===== src/rtl/input_vc_buffer_pkg.sv =====
// ---------------------------------------------------------------------------
// input_vc_buffer_pkg
//
// Purpose:
//    Shared types and constants for the router input VC buffer slice.
//    Holds the default sizing of one input port, the flit type encoding
//    carried in the top two bits of every flit, the per-VC packet state
//    encoding, and small helpers that classify a flit type.
//
// Contents:
//    NUM_PORTS / NUM_VC / BUF_DEPTH / FLIT_WIDTH  default sizing
//    TYPE_BITS                                    width of the type field
//    flit_type_e                                  BODY/HEAD/TAIL/HEAD_TAIL
//    vc_state_e                                   IDLE/VC_ALLOC/ACTIVE
//    isHeadType / isTailType                      flit type classifiers
// ---------------------------------------------------------------------------
package input_vc_buffer_pkg;

   localparam int NUM_PORTS  = 5;
   localparam int NUM_VC     = 4;
   localparam int BUF_DEPTH  = 4;
   localparam int FLIT_WIDTH = 32;

   // The flit type lives in the most significant TYPE_BITS of the flit,
   // i.e. bits [FLIT_WIDTH-1 : FLIT_WIDTH-TYPE_BITS].
   localparam int TYPE_BITS  = 2;

   typedef enum logic [1:0] {
      BODY      = 2'b00,
      HEAD      = 2'b01,
      TAIL      = 2'b10,
      HEAD_TAIL = 2'b11
   } flit_type_e;

   typedef enum logic [1:0] {
      IDLE     = 2'd0,
      VC_ALLOC = 2'd1,
      ACTIVE   = 2'd2
   } vc_state_e;

   // A flit opens a packet when it is a HEAD or a single-flit HEAD_TAIL.
   function automatic logic isHeadType(input flit_type_e flitType);
      return (flitType == HEAD) || (flitType == HEAD_TAIL);
   endfunction

   // A flit closes a packet when it is a TAIL or a single-flit HEAD_TAIL.
   function automatic logic isTailType(input flit_type_e flitType);
      return (flitType == TAIL) || (flitType == HEAD_TAIL);
   endfunction

endpackage


===== src/rtl/input_vc_buffer_if.sv =====
// ---------------------------------------------------------------------------
// input_vc_buffer_if
//
// Purpose:
//    Bundles every non-clock, non-reset signal of one router input port
//    buffer. The "slave" modport is the buffer itself; the "master"
//    modport is whatever surrounds it (upstream link, VC allocator,
//    switch stage).
//
// Signals:
//    flit_in_valid / flit_in / flit_in_vc   flit write from upstream
//    vc_req / dst_port                      request and route to the VA
//    vc_grant / vc_grant_id                 VA grant and granted output VC
//    sa_req                                 switch request per VC
//    rd_valid / rd_vc                       switch-stage dequeue
//    flit_out / flit_out_ovc                head flit and output VC of rd_vc
//    credit_valid / credit_vc               credit return upstream
//    err_overflow / err_underflow           sticky error flags
// ---------------------------------------------------------------------------
interface input_vc_buffer_if #(
   parameter int NUM_PORTS  = 5,
   parameter int NUM_VC     = 4,
   parameter int FLIT_WIDTH = 32
);

   localparam int VC_BITS = $clog2(NUM_VC);

   logic                                flit_in_valid;
   logic [FLIT_WIDTH-1:0]               flit_in;
   logic [VC_BITS-1:0]                  flit_in_vc;

   logic [NUM_VC-1:0]                   vc_req;
   logic [NUM_VC-1:0][NUM_PORTS-1:0]    dst_port;
   logic [NUM_VC-1:0]                   vc_grant;
   logic [NUM_VC-1:0][VC_BITS-1:0]      vc_grant_id;

   logic [NUM_VC-1:0]                   sa_req;
   logic                                rd_valid;
   logic [VC_BITS-1:0]                  rd_vc;
   logic [FLIT_WIDTH-1:0]               flit_out;
   logic [VC_BITS-1:0]                  flit_out_ovc;

   logic                                credit_valid;
   logic [VC_BITS-1:0]                  credit_vc;

   logic                                err_overflow;
   logic                                err_underflow;

   // The buffer receives flits, grants and dequeue strobes and drives
   // everything else.
   modport slave (
      input  flit_in_valid, flit_in, flit_in_vc,
      input  vc_grant, vc_grant_id,
      input  rd_valid, rd_vc,
      output vc_req, dst_port, sa_req,
      output flit_out, flit_out_ovc,
      output credit_valid, credit_vc,
      output err_overflow, err_underflow
   );

   // The router side is the mirror image of the buffer.
   modport master (
      output flit_in_valid, flit_in, flit_in_vc,
      output vc_grant, vc_grant_id,
      output rd_valid, rd_vc,
      input  vc_req, dst_port, sa_req,
      input  flit_out, flit_out_ovc,
      input  credit_valid, credit_vc,
      input  err_overflow, err_underflow
   );

endinterface


===== src/rtl/input_vc_buffer_vc_fifo.sv =====
// ---------------------------------------------------------------------------
// input_vc_buffer_vc_fifo
//
// Purpose:
//    Single-clock FIFO holding the flits of one virtual channel. The head
//    entry is always presented combinationally so the owner can inspect
//    the flit type and route before deciding to pop.
//
// Ports:
//    clk      in   clock
//    reset    in   synchronous, active-low reset (empties the FIFO)
//    i_push   in   write request; honoured when not full or when popping
//    i_data   in   flit to write
//    i_pop    in   read request; ignored when empty
//    o_head   out  flit at the read pointer
//    o_full   out  DEPTH entries stored
//    o_empty  out  no entries stored
// ---------------------------------------------------------------------------
module input_vc_buffer_vc_fifo #(
   parameter int DEPTH = 4,
   parameter int WIDTH = 32
) (
   input  logic             clk,
   input  logic             reset,
   input  logic             i_push,
   input  logic [WIDTH-1:0] i_data,
   input  logic             i_pop,
   output logic [WIDTH-1:0] o_head,
   output logic             o_full,
   output logic             o_empty
);

   localparam int PTR_BITS = $clog2(DEPTH);
   localparam int CNT_BITS = PTR_BITS + 1;

   logic [WIDTH-1:0]    r_mem [DEPTH];
   logic [PTR_BITS-1:0] r_wrPtr;
   logic [PTR_BITS-1:0] r_rdPtr;
   logic [CNT_BITS-1:0] r_count;

   logic                w_doPop;
   logic                w_doPush;

   // A pop needs something to pop. A push into a full FIFO is still
   // accepted when the same edge pops, because a slot frees up at that
   // edge and the occupancy simply stays at DEPTH.
   assign w_doPop  = i_pop && !o_empty;
   assign w_doPush = i_push && (!o_full || w_doPop);

   assign o_full   = (r_count == CNT_BITS'(DEPTH));
   assign o_empty  = (r_count == '0);
   assign o_head   = r_mem[r_rdPtr];

   // Pointer and occupancy bookkeeping. Pointers are exactly PTR_BITS wide
   // so they wrap modulo DEPTH on their own (DEPTH is a power of two).
   always_ff @(posedge clk) begin
      if (!reset) begin
         r_wrPtr <= '0;
         r_rdPtr <= '0;
         r_count <= '0;
      end else begin
         if (w_doPush) begin
            r_wrPtr <= r_wrPtr + 1'b1;
         end
         if (w_doPop) begin
            r_rdPtr <= r_rdPtr + 1'b1;
         end
         case ({w_doPush, w_doPop})
            2'b10:   r_count <= r_count + 1'b1;
            2'b01:   r_count <= r_count - 1'b1;
            default: r_count <= r_count;
         endcase
      end
   end

   // Storage array. It carries no reset: stale contents are unreachable
   // once the pointers and count are cleared.
   always_ff @(posedge clk) begin
      if (w_doPush) begin
         r_mem[r_wrPtr] <= i_data;
      end
   end

endmodule


===== src/rtl/input_vc_buffer.sv =====
// ---------------------------------------------------------------------------
// input_vc_buffer
//
// Purpose:
//    Buffering and VC state stage for one router input port. Incoming
//    flits are stored in NUM_VC independent FIFOs. Each VC runs a small
//    packet FSM (IDLE -> VC_ALLOC -> ACTIVE -> IDLE): a head flit at the
//    FIFO front latches its one-hot route and requests an output VC; a
//    grant latches the output VC and moves the VC to ACTIVE, where it
//    requests the switch while it holds flits. Dequeues from the switch
//    stage (and discards of stray non-head flits) return a credit
//    upstream one cycle later.
//
// Ports:
//    clk    in   clock
//    reset  in   synchronous, active-low reset
//    bus    slave modport of input_vc_buffer_if:
//           flit_in_valid/flit_in/flit_in_vc   flit write
//           vc_req/dst_port                    VA request and route per VC
//           vc_grant/vc_grant_id               VA grant per VC
//           sa_req                             switch request per VC
//           rd_valid/rd_vc                     dequeue strobe and VC
//           flit_out/flit_out_ovc              head flit and ovc of rd_vc
//           credit_valid/credit_vc             one-cycle credit pulse
//           err_overflow/err_underflow         sticky error flags
// ---------------------------------------------------------------------------
module input_vc_buffer
   import input_vc_buffer_pkg::*;
#(
   parameter int NUM_PORTS  = input_vc_buffer_pkg::NUM_PORTS,
   parameter int NUM_VC     = input_vc_buffer_pkg::NUM_VC,
   parameter int BUF_DEPTH  = input_vc_buffer_pkg::BUF_DEPTH,
   parameter int FLIT_WIDTH = input_vc_buffer_pkg::FLIT_WIDTH
) (
   input  logic               clk,
   input  logic               reset,
   input_vc_buffer_if.slave   bus
);

   localparam int VC_BITS = $clog2(NUM_VC);

   logic [FLIT_WIDTH-1:0]            w_fifoHead [NUM_VC];
   logic [NUM_VC-1:0]                w_full;
   logic [NUM_VC-1:0]                w_empty;
   logic [NUM_VC-1:0]                w_push;
   logic [NUM_VC-1:0]                w_pop;

   flit_type_e                       w_headType [NUM_VC];
   logic [NUM_VC-1:0]                w_headIsHead;
   logic [NUM_VC-1:0]                w_headIsTail;

   vc_state_e                        r_vcState  [NUM_VC];
   vc_state_e                        w_nextState [NUM_VC];
   logic [NUM_VC-1:0]                w_latchDst;
   logic [NUM_VC-1:0]                w_latchOvc;

   logic [NUM_VC-1:0][NUM_PORTS-1:0] r_dstPort;
   logic [NUM_VC-1:0][VC_BITS-1:0]   r_ovc;

   logic                             w_rdHit;
   logic                             w_rdBad;
   logic                             w_discardHit;
   logic [VC_BITS-1:0]               w_discardVc;
   logic                             w_overflowHit;

   logic                             r_creditValid;
   logic [VC_BITS-1:0]               r_creditVc;
   logic                             r_errOverflow;
   logic                             r_errUnderflow;

   // One FIFO per virtual channel. Each FIFO decides on its own whether a
   // push fits, which lets a full FIFO take a write on the cycle it pops.
   for (genvar g = 0; g < NUM_VC; g++) begin : gVcFifo
      input_vc_buffer_vc_fifo #(
         .DEPTH (BUF_DEPTH),
         .WIDTH (FLIT_WIDTH)
      ) uFifo (
         .clk     (clk),
         .reset   (reset),
         .i_push  (w_push[g]),
         .i_data  (bus.flit_in),
         .i_pop   (w_pop[g]),
         .o_head  (w_fifoHead[g]),
         .o_full  (w_full[g]),
         .o_empty (w_empty[g])
      );
   end

   // Classify the flit sitting at the front of every FIFO. The FSM only
   // looks at these when the FIFO is non-empty.
   always_comb begin
      w_headIsHead = '0;
      w_headIsTail = '0;
      for (int v = 0; v < NUM_VC; v++) begin
         w_headType[v]   = flit_type_e'(w_fifoHead[v][FLIT_WIDTH-1 -: TYPE_BITS]);
         w_headIsHead[v] = isHeadType(w_headType[v]);
         w_headIsTail[v] = isTailType(w_headType[v]);
      end
   end

   // Dequeue qualification. A read only pops from an ACTIVE VC that holds
   // a flit; anything else is an underflow and leaves the FIFO alone, even
   // if a write to that VC lands on the same edge.
   always_comb begin
      w_rdHit = bus.rd_valid && (r_vcState[bus.rd_vc] == ACTIVE) && !w_empty[bus.rd_vc];
      w_rdBad = bus.rd_valid && !w_rdHit;
   end

   // A non-head flit at the front of an IDLE VC cannot belong to any
   // packet, so it is thrown away and its slot credited back. Only one pop
   // per cycle is allowed so that a single credit port suffices: a real
   // dequeue wins, and among stray flits the lowest VC goes first. Any
   // other stray flit simply waits in its IDLE VC for a later cycle.
   always_comb begin
      w_discardHit = 1'b0;
      w_discardVc  = '0;
      if (!w_rdHit) begin
         for (int v = 0; v < NUM_VC; v++) begin
            if (!w_discardHit && (r_vcState[v] == IDLE) && !w_empty[v] && !w_headIsHead[v]) begin
               w_discardHit = 1'b1;
               w_discardVc  = VC_BITS'(v);
            end
         end
      end
   end

   // Per-VC push/pop strobes and overflow detection. A write to a full VC
   // is only an overflow when that VC is not popping on the same edge.
   always_comb begin
      w_push        = '0;
      w_pop         = '0;
      w_overflowHit = 1'b0;
      for (int v = 0; v < NUM_VC; v++) begin
         w_push[v] = bus.flit_in_valid && (bus.flit_in_vc == VC_BITS'(v));
         w_pop[v]  = (w_rdHit && (bus.rd_vc == VC_BITS'(v))) ||
                     (w_discardHit && (w_discardVc == VC_BITS'(v)));
         if (w_push[v] && w_full[v] && !w_pop[v]) begin
            w_overflowHit = 1'b1;
         end
      end
   end

   // Next-state logic of the per-VC packet FSM. A VC that pops its tail
   // goes back to IDLE and only looks at the next head one edge later,
   // which gives a fixed one-cycle bubble between packets on a VC.
   always_comb begin
      w_latchDst = '0;
      w_latchOvc = '0;
      for (int v = 0; v < NUM_VC; v++) begin
         w_nextState[v] = r_vcState[v];
         case (r_vcState[v])
            IDLE: begin
               if (!w_empty[v] && w_headIsHead[v]) begin
                  w_nextState[v] = VC_ALLOC;
                  w_latchDst[v]  = 1'b1;
               end
            end
            VC_ALLOC: begin
               if (bus.vc_grant[v]) begin
                  w_nextState[v] = ACTIVE;
                  w_latchOvc[v]  = 1'b1;
               end
            end
            ACTIVE: begin
               if (w_pop[v] && w_headIsTail[v]) begin
                  w_nextState[v] = IDLE;
               end
            end
            default: begin
               w_nextState[v] = IDLE;
            end
         endcase
      end
   end

   // Packet state, latched route and output VC. The route and output VC
   // are only overwritten by the next head/grant, so they stay readable
   // after the packet has left.
   always_ff @(posedge clk) begin
      if (!reset) begin
         for (int v = 0; v < NUM_VC; v++) begin
            r_vcState[v] <= IDLE;
         end
         r_dstPort <= '0;
         r_ovc     <= '0;
      end else begin
         for (int v = 0; v < NUM_VC; v++) begin
            r_vcState[v] <= w_nextState[v];
            if (w_latchDst[v]) begin
               r_dstPort[v] <= w_fifoHead[v][NUM_PORTS-1:0];
            end
            if (w_latchOvc[v]) begin
               r_ovc[v] <= bus.vc_grant_id[v];
            end
         end
      end
   end

   // Credit return and sticky error flags. Each pop, whether a dequeue or
   // a discard, yields a single-cycle credit pulse on the next cycle.
   // Reset clears the pulse, so flits flushed by reset are never credited.
   always_ff @(posedge clk) begin
      if (!reset) begin
         r_creditValid  <= 1'b0;
         r_creditVc     <= '0;
         r_errOverflow  <= 1'b0;
         r_errUnderflow <= 1'b0;
      end else begin
         r_creditValid  <= |w_pop;
         r_creditVc     <= w_rdHit ? bus.rd_vc : w_discardVc;
         r_errOverflow  <= r_errOverflow | w_overflowHit;
         r_errUnderflow <= r_errUnderflow | w_rdBad | w_discardHit;
      end
   end

   // Request vectors toward the VC and switch allocators.
   always_comb begin
      bus.vc_req = '0;
      bus.sa_req = '0;
      for (int v = 0; v < NUM_VC; v++) begin
         bus.vc_req[v] = (r_vcState[v] == VC_ALLOC);
         bus.sa_req[v] = (r_vcState[v] == ACTIVE) && !w_empty[v];
      end
   end

   // The switch stage sees the head of the VC it addresses in the same
   // cycle, so flit_out is a plain mux on rd_vc.
   assign bus.dst_port      = r_dstPort;
   assign bus.flit_out      = w_fifoHead[bus.rd_vc];
   assign bus.flit_out_ovc  = r_ovc[bus.rd_vc];
   assign bus.credit_valid  = r_creditValid;
   assign bus.credit_vc     = r_creditVc;
   assign bus.err_overflow  = r_errOverflow;
   assign bus.err_underflow = r_errUnderflow;

endmodule


===== src/flat_wrapper.sv =====
// flat-port wrapper written by rule: the top's interface ports become plain ports
module input_vc_buffer_flat import input_vc_buffer_pkg::*;
#(
   parameter int NUM_PORTS  = input_vc_buffer_pkg::NUM_PORTS,
   parameter int NUM_VC     = input_vc_buffer_pkg::NUM_VC,
   parameter int BUF_DEPTH  = input_vc_buffer_pkg::BUF_DEPTH,
   parameter int FLIT_WIDTH = input_vc_buffer_pkg::FLIT_WIDTH
)
  (clk, reset, bus_flit_in_valid, bus_flit_in, bus_flit_in_vc, bus_vc_grant, bus_vc_grant_id, bus_rd_valid, bus_rd_vc, bus_vc_req, bus_dst_port, bus_sa_req, bus_flit_out, bus_flit_out_ovc, bus_credit_valid, bus_credit_vc, bus_err_overflow, bus_err_underflow);
  input_vc_buffer_if #(.NUM_PORTS(NUM_PORTS), .NUM_VC(NUM_VC), .FLIT_WIDTH(FLIT_WIDTH)) bus_i ();
  input  logic clk;
  input  logic reset;
  input wire logic [$bits(bus_i.flit_in_valid)-1:0] bus_flit_in_valid;
  input wire logic [$bits(bus_i.flit_in)-1:0] bus_flit_in;
  input wire logic [$bits(bus_i.flit_in_vc)-1:0] bus_flit_in_vc;
  input wire logic [$bits(bus_i.vc_grant)-1:0] bus_vc_grant;
  input wire logic [$bits(bus_i.vc_grant_id)-1:0] bus_vc_grant_id;
  input wire logic [$bits(bus_i.rd_valid)-1:0] bus_rd_valid;
  input wire logic [$bits(bus_i.rd_vc)-1:0] bus_rd_vc;
  output wire logic [$bits(bus_i.vc_req)-1:0] bus_vc_req;
  output wire logic [$bits(bus_i.dst_port)-1:0] bus_dst_port;
  output wire logic [$bits(bus_i.sa_req)-1:0] bus_sa_req;
  output wire logic [$bits(bus_i.flit_out)-1:0] bus_flit_out;
  output wire logic [$bits(bus_i.flit_out_ovc)-1:0] bus_flit_out_ovc;
  output wire logic [$bits(bus_i.credit_valid)-1:0] bus_credit_valid;
  output wire logic [$bits(bus_i.credit_vc)-1:0] bus_credit_vc;
  output wire logic [$bits(bus_i.err_overflow)-1:0] bus_err_overflow;
  output wire logic [$bits(bus_i.err_underflow)-1:0] bus_err_underflow;
  assign bus_i.flit_in_valid = bus_flit_in_valid;
  assign bus_i.flit_in = bus_flit_in;
  assign bus_i.flit_in_vc = bus_flit_in_vc;
  assign bus_i.vc_grant = bus_vc_grant;
  assign bus_i.vc_grant_id = bus_vc_grant_id;
  assign bus_i.rd_valid = bus_rd_valid;
  assign bus_i.rd_vc = bus_rd_vc;
  assign bus_vc_req = bus_i.vc_req;
  assign bus_dst_port = bus_i.dst_port;
  assign bus_sa_req = bus_i.sa_req;
  assign bus_flit_out = bus_i.flit_out;
  assign bus_flit_out_ovc = bus_i.flit_out_ovc;
  assign bus_credit_valid = bus_i.credit_valid;
  assign bus_credit_vc = bus_i.credit_vc;
  assign bus_err_overflow = bus_i.err_overflow;
  assign bus_err_underflow = bus_i.err_underflow;
  input_vc_buffer #(.NUM_PORTS(NUM_PORTS), .NUM_VC(NUM_VC), .BUF_DEPTH(BUF_DEPTH), .FLIT_WIDTH(FLIT_WIDTH)) u_core (.clk(clk), .reset(reset), .bus(bus_i));
endmodule

===== config.mk =====
export PLATFORM = sky130hd
export DESIGN_NAME = input_vc_buffer_flat
export DESIGN_NICKNAME = d
export VERILOG_FILES = /design/src/rtl/input_vc_buffer_pkg.sv /design/src/rtl/input_vc_buffer_if.sv /design/src/rtl/input_vc_buffer_vc_fifo.sv /design/src/rtl/input_vc_buffer.sv /design/src/flat_wrapper.sv
export SDC_FILE = /design/constraint.sdc
export NUM_CORES = 1
export LEC_CHECK = 0
export ABC_AREA = 1
export CAP_MARGIN = 0
export CORE_ASPECT_RATIO = 0.8
export CORE_MARGIN = 1
export CORE_UTILIZATION = 55
export CTS_CLUSTER_SIZE = 12
export DETAILED_ROUTE_END_ITERATION = 10
export PLACE_DENSITY = 0.74
export SYNTH_ARGS = -nofsm -noshare
export SYNTH_HDL_FRONTEND = slang
export SYNTH_HIERARCHICAL = 1
export SYNTH_SLANG_ARGS = --single-unit

===== constraint.sdc =====
create_clock -name clk -period 4.4 [get_ports clk]
set_clock_uncertainty 0.15 [all_clocks]
set_input_delay 0.44 -clock clk [delete_from_list [all_inputs] [get_ports clk]]
set_output_delay 0.44 -clock clk [all_outputs]
set_load 0.03 [all_outputs]

# After elaboration in Yosys (flattened, before gate mapping)
# Memory sizes are Yosys's and may differ from the RTL's. A register that Yosys moved wholly into a read port is not among the register bits.
# Index checks and enable logic that the tools add are counted.
[word_totals] mem_bits_rw=520 memories=5 out_inout_bits=67 inputBits=52 regBits=61 word_cells=286
[memory_table] name="u_core.gVcFifo[0].uFifo.r_mem" depth=4 word_bits=32 rd=1 rd_clocked_by_memory_dff=1 write_ports=1 line_no="input_vc_buffer_vc_fifo.sv:36" source="logic [WIDTH-1:0] r_mem [DEPTH];"
[memory_table] name="u_core.gVcFifo[1].uFifo.r_mem" depth=4 word_bits=32 rd=1 rd_clocked_by_memory_dff=1 write_ports=1 line_no="input_vc_buffer_vc_fifo.sv:36"
[memory_table] name="u_core.gVcFifo[2].uFifo.r_mem" depth=4 word_bits=32 rd=1 rd_clocked_by_memory_dff=1 write_ports=1 line_no="input_vc_buffer_vc_fifo.sv:36"
[memory_table] name="u_core.gVcFifo[3].uFifo.r_mem" depth=4 word_bits=32 rd=1 rd_clocked_by_memory_dff=1 write_ports=1 line_no="input_vc_buffer_vc_fifo.sv:36"
[memory_table] name="u_core.r_vcState" depth=4 word_bits=2 rd=5 rd_clocked_by_memory_dff=0 write_ports=4 line_no="input_vc_buffer.sv:52" source="vc_state_e r_vcState [NUM_VC];"
[op_classes] add_sub_neg=16 n_reduce_logical=107 n_lt_le_gt_ge=2 eq_ne=42 mux=82 bitwise=8
[ops] cell="32-bit binary-select mux with 2-bit select" count=1
[ops] cell="32-bit two-way mux" count=2
[ops] cell="2-bit two-way mux" count=29
[ops] cell="1-bit logical AND" count=54
[ops] cell="2-bit == test (second input constant)" count=23
[ops] cell="1-bit two-way mux" count=40
[ops] cell="2-bit by 1-bit == test with 1-bit output (second input constant)" count=15
[ops] cell="2-bit case mux with 3 select lines" count=4
[ops] cell="3-bit case mux with 2 select lines" count=4
[ops] cell="1-bit zero test" count=21
[ops] cell="2-bit by 1-bit adder with 2-bit output (second input constant)" count=8
[ops] cell="1-bit logical OR" count=16
[ops] cell="2-bit zero test" count=7
[ops] cell="3-bit by 1-bit adder with 3-bit output (second input constant)" count=4
[ops] cell="3-bit == test (second input constant)" count=4
[ops] cell="3-bit zero test" count=4
[ops] cell="3-bit by 1-bit subtractor with 3-bit output (second input constant)" count=4
[ops] cell="2-bit nonzero test" count=4
[ops] cell="1-bit bitwise OR" count=7
[ops] cell="2-bit binary-select mux with 2-bit select" count=1
[ops] cell="4-bit OR reduction" count=1
[ops] cell="3-bit greater-or-equal comparator (second input constant)" count=1
[ops] cell="2-bit by 3-bit less-than comparator with 1-bit output (second input constant)" count=1
[ops] cell="2-bit NOT with 3-bit output" count=1
[ops] cell="1-bit binary-select mux with 2-bit select" count=1

# Logic depth before layout (Yosys ltp)
# Gate-level depths: netlist of the first run.
[depth] ltp_word=34 depth_mapped=24 mapped_depth_nobuf=24

# Hierarchy
# Netlist of the first run, hierarchy kept.
[modules_own_cells] module="input_vc_buffer_vc_fifo (u_core.gVcFifo[1].uFifo ...)" seq_area_each_um2=4023.9 area_per_inst_um2=5278.8 cells_per_inst=383 instances=2
[modules_own_cells] module="input_vc_buffer_vc_fifo (u_core.gVcFifo[2].uFifo)" seq_area_each_um2=4023.9 area_per_inst_um2=5237.5 cells_per_inst=376 instances=1
[modules_own_cells] module="input_vc_buffer_vc_fifo (u_core.gVcFifo[0].uFifo)" seq_area_each_um2=4023.9 area_per_inst_um2=5192.5 cells_per_inst=373 instances=1
[modules_own_cells] module="input_vc_buffer" seq_area_each_um2=820.8 area_per_inst_um2=2652.5 cells_per_inst=404 instances=1

# Worst setup path after synthesis of the first run
# OpenSTA, ideal clock, no wires.
[synth_path] kind="flip-flop to flip-flop" startpoint="register (tool-made name)" endpoint="memory u_core.gVcFifo[3].uFifo.r_mem[0][0], enable pin" path_buffers=2 required_time_ps=3829 synth_period_minus_slack_ps=3834 stages_incl_launch_ff=16 arrival_time_ps=3263 setup_ps=421 path_slack_ps=566 path_cell_list="dfxtp_1 -> buf_2 -> inv_2 -> buf_2 -> o21ai_0 -> o22ai_1 -> nor2_1 -> nand2_1 -> nand2_1 -> nor2_1 -> nand2_4 -> nand2_2 -> inv_1 -> nand3_1 -> nand2_1 -> nor2_1"
[synth_rtl] element="end: declaration" line_no="input_vc_buffer_vc_fifo.sv:36"

==> results_dict.tcl, run 1 <==
set metrics [dict create \
    drt_first_pass_iters 8 \
    first_iter_violations 1705 \
    synth-edff-count 512 \
    setup_viol 0 \
    synth_xor_area_frac 0 \
    synth_top_area_cell "edfxtp_1" \
    synth_top_family_by_area "compound AO/OA/AOI/OAI gates" \
    antenna_found_initial 1 \
    dieWidth_um 234 \
    drive_gt1_frac 0.0881 \
    boundaryPins 119 \
    port-buffer-count 118 \
    cts_resized 0 \
    status "finished with violations" \
    viasPerCell 6.05 \
    post_cts_buffers 0 \
    syn-instance-count 1919 \
    grt_max_degree 65 \
    row_count 67 \
    syn_nets 1993 \
    max-vdd-ir-drop_mv 0.354 \
    die_y_um 187 \
    p_leak_uw 0.00933 \
    drt-total-wl_mm 60.1 \
    grt_most_used_layer "met1" \
    syn_area_mm2 0.0236 \
    max_stage_delay_ns 0.67 \
    ys_async_sr_fraction 0 \
    rsz0062_at_grt "false" \
    finalHoldViolCount 0 \
    cts_made_buffers 57 \
    met1_usage 0.404 \
    grt.overflow.total 0 \
    dieArea_mm2 0.0438 \
    synthSimpleGateAreaFrac 0.101 \
    hold_path.class "in2reg" \
    worstPathRequired_ns 3.81 \
    start_kind "flop" \
    n_antenna_cell 0 \
    area_growth_pct 15.1 \
    detail-route-antenna-nets 0 \
    netlist.area_leader.share 0.650 \
    cts-htree-levels 2 \
    drc_errors 20 \
    clk_path_buf_depth 3 \
    clkLatencyLatePin_ns 0.60 \
    setup_tns_ns 0 \
    worstMarginPinSlew_ns 0.784 \
    cts_tree "done" \
    nFillCells 3038 \
    crit_fanout 56 \
    gr-usage-met2 0.403 \
    synth-compound-area-share 0.126 \
    grt_pass1_vias 15000 \
    synth_cell_types 37 \
    vias 16000 \
    grt_use_total 0.274 \
    synthAdderAreaFrac 0.0129 \
    yosysWarnings 6 \
    synthMuxAreaShare 0 \
    r2r_cells 21 \
    path_class "reg2out" \
    hpwl_mm 35.9 \
    max_freq_ghz 0.254 \
    clkSlewWorstSetupHoldPaths_ns 0.06 \
    finalCriticalPeriod_ns 3.93 \
    yosysMostFrequentCell "edfxtp_1" \
    postCtsHoldBufs 0 \
    clock_tree.root_cell "clkbuf_16" \
    cts_num_sinks 589 \
    arrival_ns 3.34 \
    grtUsageMet3 0.0697 \
    synth_area_leaders "edfxtp_1 (65%), dfxtp_1 (6.5%), nor2_1 (5.7%)" \
    ys.flop_type "edfxtp_1" \
    critPathSlowestCell "clkdlybuf4s50_1" \
    place_congestion 0.893 \
    maxCapViolations 0 \
    synth_area_per_cell_um2 12.3 \
    drv_slew 0 \
    synth_seq_cells 589 \
    path_cells "inv_2 -> buf_4 -> o21ai_0 -> o22ai_1 -> a22oi_1 -> nand2_1 -> clkdlybuf4s50_1" \
    finalNetCount 2123 \
    p_per_area_mw_per_mm2 440 \
    grt_pass1_wl_mm 89.1 \
    finalCritPeriodShare 0.893 \
    start_util 0.561 \
    pre_cts_ws_ns 0.533 \
    p_total_uw 12000 \
    slew_headroom 0.473 \
    wl_per_cell_um 22.8 \
    core_area_mm2 0.0422 \
    violations "DRC" \
    setup_ws_ns 0.469 \
    min_path_cells 3 \
    synthTopCellsByCount "edfxtp_1 (512), nor2_1 (357), o21ai_0 (229)" \
    seq_area_frac_synth 0.716 \
    critPathCaptureType "output port" \
]
through the flow:
stage	hold slack, ns	utilization	cell area, um^2	std cells
floorplan	0.262	-	23600	1919
global placement	0.279	0.605	25500	2542
detailed placement	0.297	0.605	25500	2542
CTS	0.181	0.645	27200	2641
global route	0.236	0.645	27200	2641
finish	0.207	0.645	27200	2641
layer usage:
metal	vias up	routed length [um]
met5	-	9
met4	2	1350
met3	110	7150
met2	903	26500
met1	7755	25100
li1	7210	-
kinds of logic (layout without fill, tap and decap cells):
logic type | count (synthesis) | in the layout
flip-flops | 589 | 589
buffers and inverters | 213 | 383
adder cells (fa/ha/maj) | 22 | 22
AND/OR/NAND/NOR | 569 | 569
AO/OA/AOI/OAI | 526 | 526
sequential cells by signal (all words and copies together), names as in the netlist, named ones only:
signal / flops
u_core/bus.dst_port: 20
u_core/bus.err_underflow: 1
u_core/gVcFifo.uFifo/r_mem: 512
u_core/gVcFifo.uFifo/r_rdPtr: 8
u_core/r_ovc: 8
u_core/bus.err_overflow: 1
u_core/r_vcState: 8
u_core/bus.credit_vc: 2
u_core/bus.credit_valid: 1
u_core/gVcFifo.uFifo/r_wrPtr: 8
u_core/gVcFifo.uFifo/r_count: 12
worst paths after layout:
check / slack, ns / endpoint / start
max reg2reg: 0.53 / u_core/gVcFifo[3].uFifo/r_count[2] / flop
min: 0.21 / u_core/r_vcState[1][1] / reset
max: 0.47 / bus_flit_out[28] / flop
min reg2reg: 0.31 / u_core/bus.err_underflow / u_core/bus.err_underflow
layout make-up:
class                      count  area (um^2)  share of cell area
clock buffer                  88         1560              0.0574
clock inverter                11          125             0.00460
inverter                     118          458              0.0168
multi-input combinational   1117         5800               0.213
sequential                   589        16900               0.622
tap                          552          691              0.0254
timing repair buffer         166         1660              0.0611
critical path, delay by kind of cell (launching register included):
kind / cells / cell delay [ns]
flip-flops: 1 / 0.36
AND/OR/NAND/NOR: 1 / 0.09
AO/OA/AOI/OAI: 3 / 0.79
buffers and inverters: 3 / 1.49
layout by cell type (no fill, tap or decap), types with 3 or more instances in the layout:
master           count
edfxtp_1           512
clkbuf_1            29
clkinv_1             7
nor2_4              21
inv_1              104
buf_4               38
clkbuf_16           57
and2_1               4
nand2_1            114
nand2_2             18
nor3_1              13
dfxtp_1             73
buf_12              10
ha_1                18
a22oi_1             56
nor2_1             341
inv_2               10
dfxtp_2              4
a21oi_1             38
clkdlybuf4s50_1    117
nand4_1             11
nand2_4              4
nand3_2              4
o22ai_1            128
fa_1                 4
o221ai_1             3
o21ai_1             66
o21ai_0            229
nand3_1             36
power breakdown:
part / total [uW] / switching, uW / internal [uW]
Sequential: 6260 / 61.5 / 6200
Clock: 4490 / 1990 / 2500
Combinational: 1220 / 841 / 380
Total: 12000 / 2890 / 9070
Note: power is estimated with default switching activity, not from simulation.
==> inputs of run 2 (changes only) <==
--- a/config.mk
+++ b/config.mk
@@ -8,7 +8,7 @@
 export ABC_AREA = 1
 export CAP_MARGIN = 0
 export CORE_ASPECT_RATIO = 0.8
-export CORE_MARGIN = 1
+export CORE_MARGIN = 5
 export CORE_UTILIZATION = 55
 export CTS_CLUSTER_SIZE = 12
 export DETAILED_ROUTE_END_ITERATION = 10
==> results_dict.tcl, run 2 (same netlist as run 1, synthesis figures left out) <==
set metrics [dict create \
    timing.hold.ws_ns 0.277 \
    post_cts_buffers 0 \
    grt_pass1_vias 15500 \
    cts_num_sinks 589 \
    hpwl_mm 35.5 \
    largest_reg_flops 512 \
    finalCritPeriodShare 0.919 \
    rsz0062_at_grt "false" \
    wl_met1_mm 24.3 \
    viasPerCell 6.01 \
    dieArea_mm2 0.0473 \
    finalCriticalPeriod_ns 4.04 \
    clkLatencyLatePin_ns 0.60 \
    start_kind "flop" \
    r2r_slack_ns 0.66 \
    p_leak_uw 0.00926 \
    critPathCaptureType "output port" \
    p_per_area_mw_per_mm2 434 \
    hold_path.class "in2reg" \
    met3_length_mm 5.98 \
    cts_resized 0 \
    clk_path_buf_depth 3 \
    grt_use_total 0.241 \
    setup_tns_ns 0 \
    grt.overflow.total 0 \
    drive_gt1_frac 0.0859 \
    core_area_mm2 0.0428 \
    final_cell_area_mm2 0.0271 \
    grt_pass1_wl_mm 89.0 \
    wl_met2_mm 26.8 \
    drt_first_pass_iters 7 \
    path_class "reg2out" \
    final_common_cell "edfxtp_1" \
    status "finished clean" \
    worstSetupEndpoint "bus_flit_out[3]" \
    r2r_end "u_core/gVcFifo[3].uFifo/r_mem[2][6]" \
    clkSlewWorstSetupHoldPaths_ns 0.06 \
    dieWidth_um 242 \
    detail-route-antenna-nets 0 \
    drt-total-wl_mm 58.8 \
    finalNetCount 2119 \
    start_util 0.552 \
    arrival_ns 3.45 \
    postCtsHoldBufs 0 \
    max-vdd-ir-drop_mv 0.337 \
    finalHoldViolCount 0 \
    wl_per_cell_um 22.3 \
    grt_max_degree 65 \
    cts_made_buffers 56 \
    maxCapViolations 0 \
    die_y_um 195 \
    cts_tree "done" \
    cts-htree-levels 2 \
    largest-register "u_core/gVcFifo.uFifo/r_mem" \
    max_freq_ghz 0.247 \
    worstPathRequired_ns 3.81 \
    setup_viol 0 \
    drv_slew 0 \
    layout_common_cells "edfxtp_1 (512), nor2_1 (341), o21ai_0 (229)" \
    vias 15800 \
    antenna_found_initial 1 \
    dr.max_layer_used "met4" \
    slew_headroom 0.365 \
    row_count 68 \
    crit_fanout 36 \
    area_growth_pct 14.6 \
    drc_errors 0 \
    clock_tree.root_cell "clkbuf_16" \
    placed_area_mm2 0.0255 \
    r2r_cells 15 \
    worstMarginPinSlew_ns 0.945 \
    port-buffer-count 118 \
    first_iter_violations 1669 \
    boundaryPins 119 \
    place_congestion 0.913 \
]
run 2: cell types whose count changed in the layout (fill, tap and decap cells not counted):
cell,previous run,this run
clkinv_16,1,0
bufinv_16,1,0
diode_2,0,1
inv_6,0,1
clkbuf_16,57,56
clkinv_2,2,1
buf_12,10,11
clkbuf_1,29,18
buf_4,38,34
run 2: cell type report:
cell class	count	area, um^2
antenna	1	2.50
clock buffer	76	1500
clock inverter	9	68.8
tap	560	701
inverter	118	458
multi-input combinational	1117	5800
timing repair buffer	163	1650
fill	3203	15700
sequential	589	16900
run 2: worst max-delay path, cell delays in order, from the launching register on:
cell             delay, ns
dfxtp_2               0.76
buf_4                 0.41
o21ai_0               0.17
o22ai_1               0.54
a22oi_1               0.19
nand2_1               0.10
clkdlybuf4s50_1       0.67
run 2: routing by layer:
| layer | track usage | vias to the layer above |
|---|---|---|
| li1 | - | 7191 |
| met1 | 0.348 | 7717 |
| met2 | 0.377 | 805 |
| met3 | 0.0504 | 123 |
| met4 | 0.0727 | 0 |
| met5 | 0 | - |
run 2: worst min path at each step:
| stage | depth (start not counted) | slack, ns | startpoint | to |
|---|---|---|---|---|
| after floorplan | 1 | 0.26 | u_core/gVcFifo[2].uFifo/r_rdPtr[1] | flop |
| after global placement | 2 | 0.30 | u_core/bus.err_underflow | u_core/bus.err_underflow |
| after detailed placement | 2 | 0.30 | u_core/bus.err_underflow | u_core/bus.err_underflow |
| after CTS | 4 | 0.25 | reset | u_core/gVcFifo[1].uFifo/r_count[2] |
| after global routing | 3 | 0.30 | bus_vc_grant_id[3] | u_core/r_ovc[3] |
| final | 3 | 0.28 | bus_vc_grant_id[4] | u_core/r_ovc[4] |
run 2: stage by stage:
stage / utilization / cells / worst slack [ns] / total power [uW]
after floorplan: - / 1919 / 0.566 / 7070
after global placement: 0.597 / 2547 / 0.718 / 7530
after detailed placement: 0.597 / 2547 / 0.609 / 7570
after CTS: 0.633 / 2632 / 0.384 / 11800
after global routing: 0.633 / 2632 / 0.191 / 12200
final: 0.633 / 2633 / 0.358 / 11800
run 2: power by group:
part	switching, uW	internal [uW]	leakage, uW
sequential	66.8	6200	0.00525
clock	1940	2350	0.000759
combinational	822	381	0.00325
==> inputs of run 3 (changes only) <==
--- a/config.mk
+++ b/config.mk
@@ -12,7 +12,7 @@
 export CORE_UTILIZATION = 55
 export CTS_CLUSTER_SIZE = 12
 export DETAILED_ROUTE_END_ITERATION = 10
-export PLACE_DENSITY = 0.74
+export PLACE_DENSITY = 0.75
 export SYNTH_ARGS = -nofsm -noshare
 export SYNTH_HDL_FRONTEND = slang
 export SYNTH_HIERARCHICAL = 1
==> results_dict.tcl, run 3 (same netlist as run 1, synthesis figures left out) <==
set metrics [dict create \
    status "finished clean" \
    finalCriticalPeriod_ns 4.01 \
    n_antenna_cell 0 \
    setup_tns_ns 0 \
    placed_area_mm2 0.0255 \
    dr.max_layer_used "met5" \
    clkSlewWorstSetupHoldPaths_ns 0.06 \
    antenna_found_initial 1 \
    min_path_cells 3 \
    drt_first_pass_iters 6 \
    grt.overflow.total 0 \
    finalNetCount 2120 \
    cts_num_sinks 589 \
    drt-total-wl_mm 61.2 \
    maxCapViolations 0 \
    finalHoldViolCount 0 \
    path_class "reg2out" \
    min_from "bus_vc_grant_id[3]" \
    vias 16100 \
    area_growth_pct 14.8 \
    hold_path.class "in2reg" \
    wl_per_cell_um 23.3 \
    detail-route-antenna-nets 0 \
    cts_made_buffers 57 \
    port-buffer-count 118 \
    fin_util 0.634 \
    grt_max_degree 63 \
    grt_pass1_wl_mm 92.0 \
    setup_viol 0 \
    max_freq_ghz 0.249 \
    clk_path_buf_depth 3 \
    path_cells "buf_4 -> inv_8 -> buf_4 -> nor2_1 -> o22ai_1 -> a22oi_1 -> nand2_1 -> clkdlybuf4s50_1" \
    finalCritPeriodShare 0.911 \
    cts-htree-levels 2 \
    dieWidth_um 242 \
    cts_tree "done" \
    max-vdd-ir-drop_mv 0.331 \
    critPathCaptureType "output port" \
    final_cell_area_mm2 0.0271 \
    start_kind "flop" \
    grt_use_total 0.250 \
    worstPathRequired_ns 3.81 \
    r2r_end "u_core/gVcFifo[3].uFifo/r_count[2]" \
    r2r_cells 21 \
    wl_met1_mm 24.9 \
    dieArea_mm2 0.0473 \
    largest-register "u_core/gVcFifo.uFifo/r_mem" \
    hold_end "u_core/r_ovc[3]" \
    arrival_ns 3.42 \
    place_congestion 0.897 \
    die_y_um 195 \
    drv_slew 0 \
    drive_gt1_frac 0.0879 \
    critPathSlowestCell "clkdlybuf4s50_1" \
    drc_errors 0 \
    r2r_slack_ns 0.51 \
    start_util 0.552 \
    met3_length_mm 6.61 \
    boundaryPins 119 \
    core_area_mm2 0.0428 \
    wl_met2_mm 28.4 \
    slew_headroom 0.445 \
    largest_reg_flops 512 \
    p_leak_uw 0.00930 \
    post_cts_buffers 0 \
    max_stage_delay_ns 0.70 \
    first_iter_violations 2012 \
    worstMarginPinSlew_ns 0.830 \
    grt_pass1_vias 15500 \
    rsz0062_at_grt "false" \
    p_per_area_mw_per_mm2 442 \
    fin_cells 2631 \
    viasPerCell 6.10 \
    postCtsHoldBufs 0 \
    row_count 68 \
    final_common_cell "edfxtp_1" \
    hpwl_mm 35.9 \
    dp.cells 2547 \
    clkLatencyLatePin_ns 0.60 \
    layout_common_cells "edfxtp_1 (512), nor2_1 (341), o21ai_0 (229)" \
    path_common_cell "buf_4" \
    cts_resized 0 \
    clock_tree.root_cell "clkbuf_16" \
    crit_fanout 62 \
]
run 3: critical path, delay by kind of cell, from the launching register on:
family,cells,cell delay (ns)
AND/OR/NAND/NOR,2,0.22
flip-flops,1,0.33
AO/OA/AOI/OAI,2,0.61
buffers and inverters,4,1.61
run 3: power breakdown:
group | switching (uW) | leakage (uW) | internal, uW
sequential | 75.3 | 0.00525 | 6200
clock | 1970 | 0.000806 | 2540
combinational | 832 | 0.00324 | 378
run 3: per-stage QoR:
stage	setup slack (ns)	power [uW]	hold slack [ns]
floorplan	0.566	7070	0.262
global placement	0.552	7550	0.291
detailed placement	0.561	7570	0.294
CTS	0.396	12000	0.258
global route	0.282	12400	0.289
finish	0.391	12000	0.285
run 3: metal layers:
| layer | global-route usage | up-vias |
|---|---|---|
| met1 | 0.363 | 7834 |
| met3 | 0.0463 | 110 |
| met4 | 0.0636 | 2 |
| met2 | 0.399 | 947 |
| li1 | - | 7169 |
| met5 | 0 | - |
run 3: layout make-up:
class,instances,area (um^2)
clock inverter,10,121
tap,560,701
fill,3140,15700
inverter,118,458
clock buffer,74,1540
timing repair buffer,163,1600
sequential,589,16900
multi-input combinational,1117,5800
run 3: how the worst max path moves through the flow:
| stage | start | endpoint | slack, ns | depth (start not counted) |
|---|---|---|---|---|
| finish | flop | bus_flit_out[0] | 0.39 | 8 |
| floorplan | flop | u_core/gVcFifo[3].uFifo/r_mem[0][0] | 0.57 | 15 |
| detailed placement | bus_rd_vc[0] | u_core/gVcFifo[3].uFifo/r_count[1] | 0.56 | 13 |
| global placement | bus_rd_vc[0] | u_core/gVcFifo[3].uFifo/r_count[2] | 0.55 | 18 |
| CTS | flop | bus_flit_out[0] | 0.40 | 8 |
| global route | flop | bus_flit_out[0] | 0.28 | 8 |
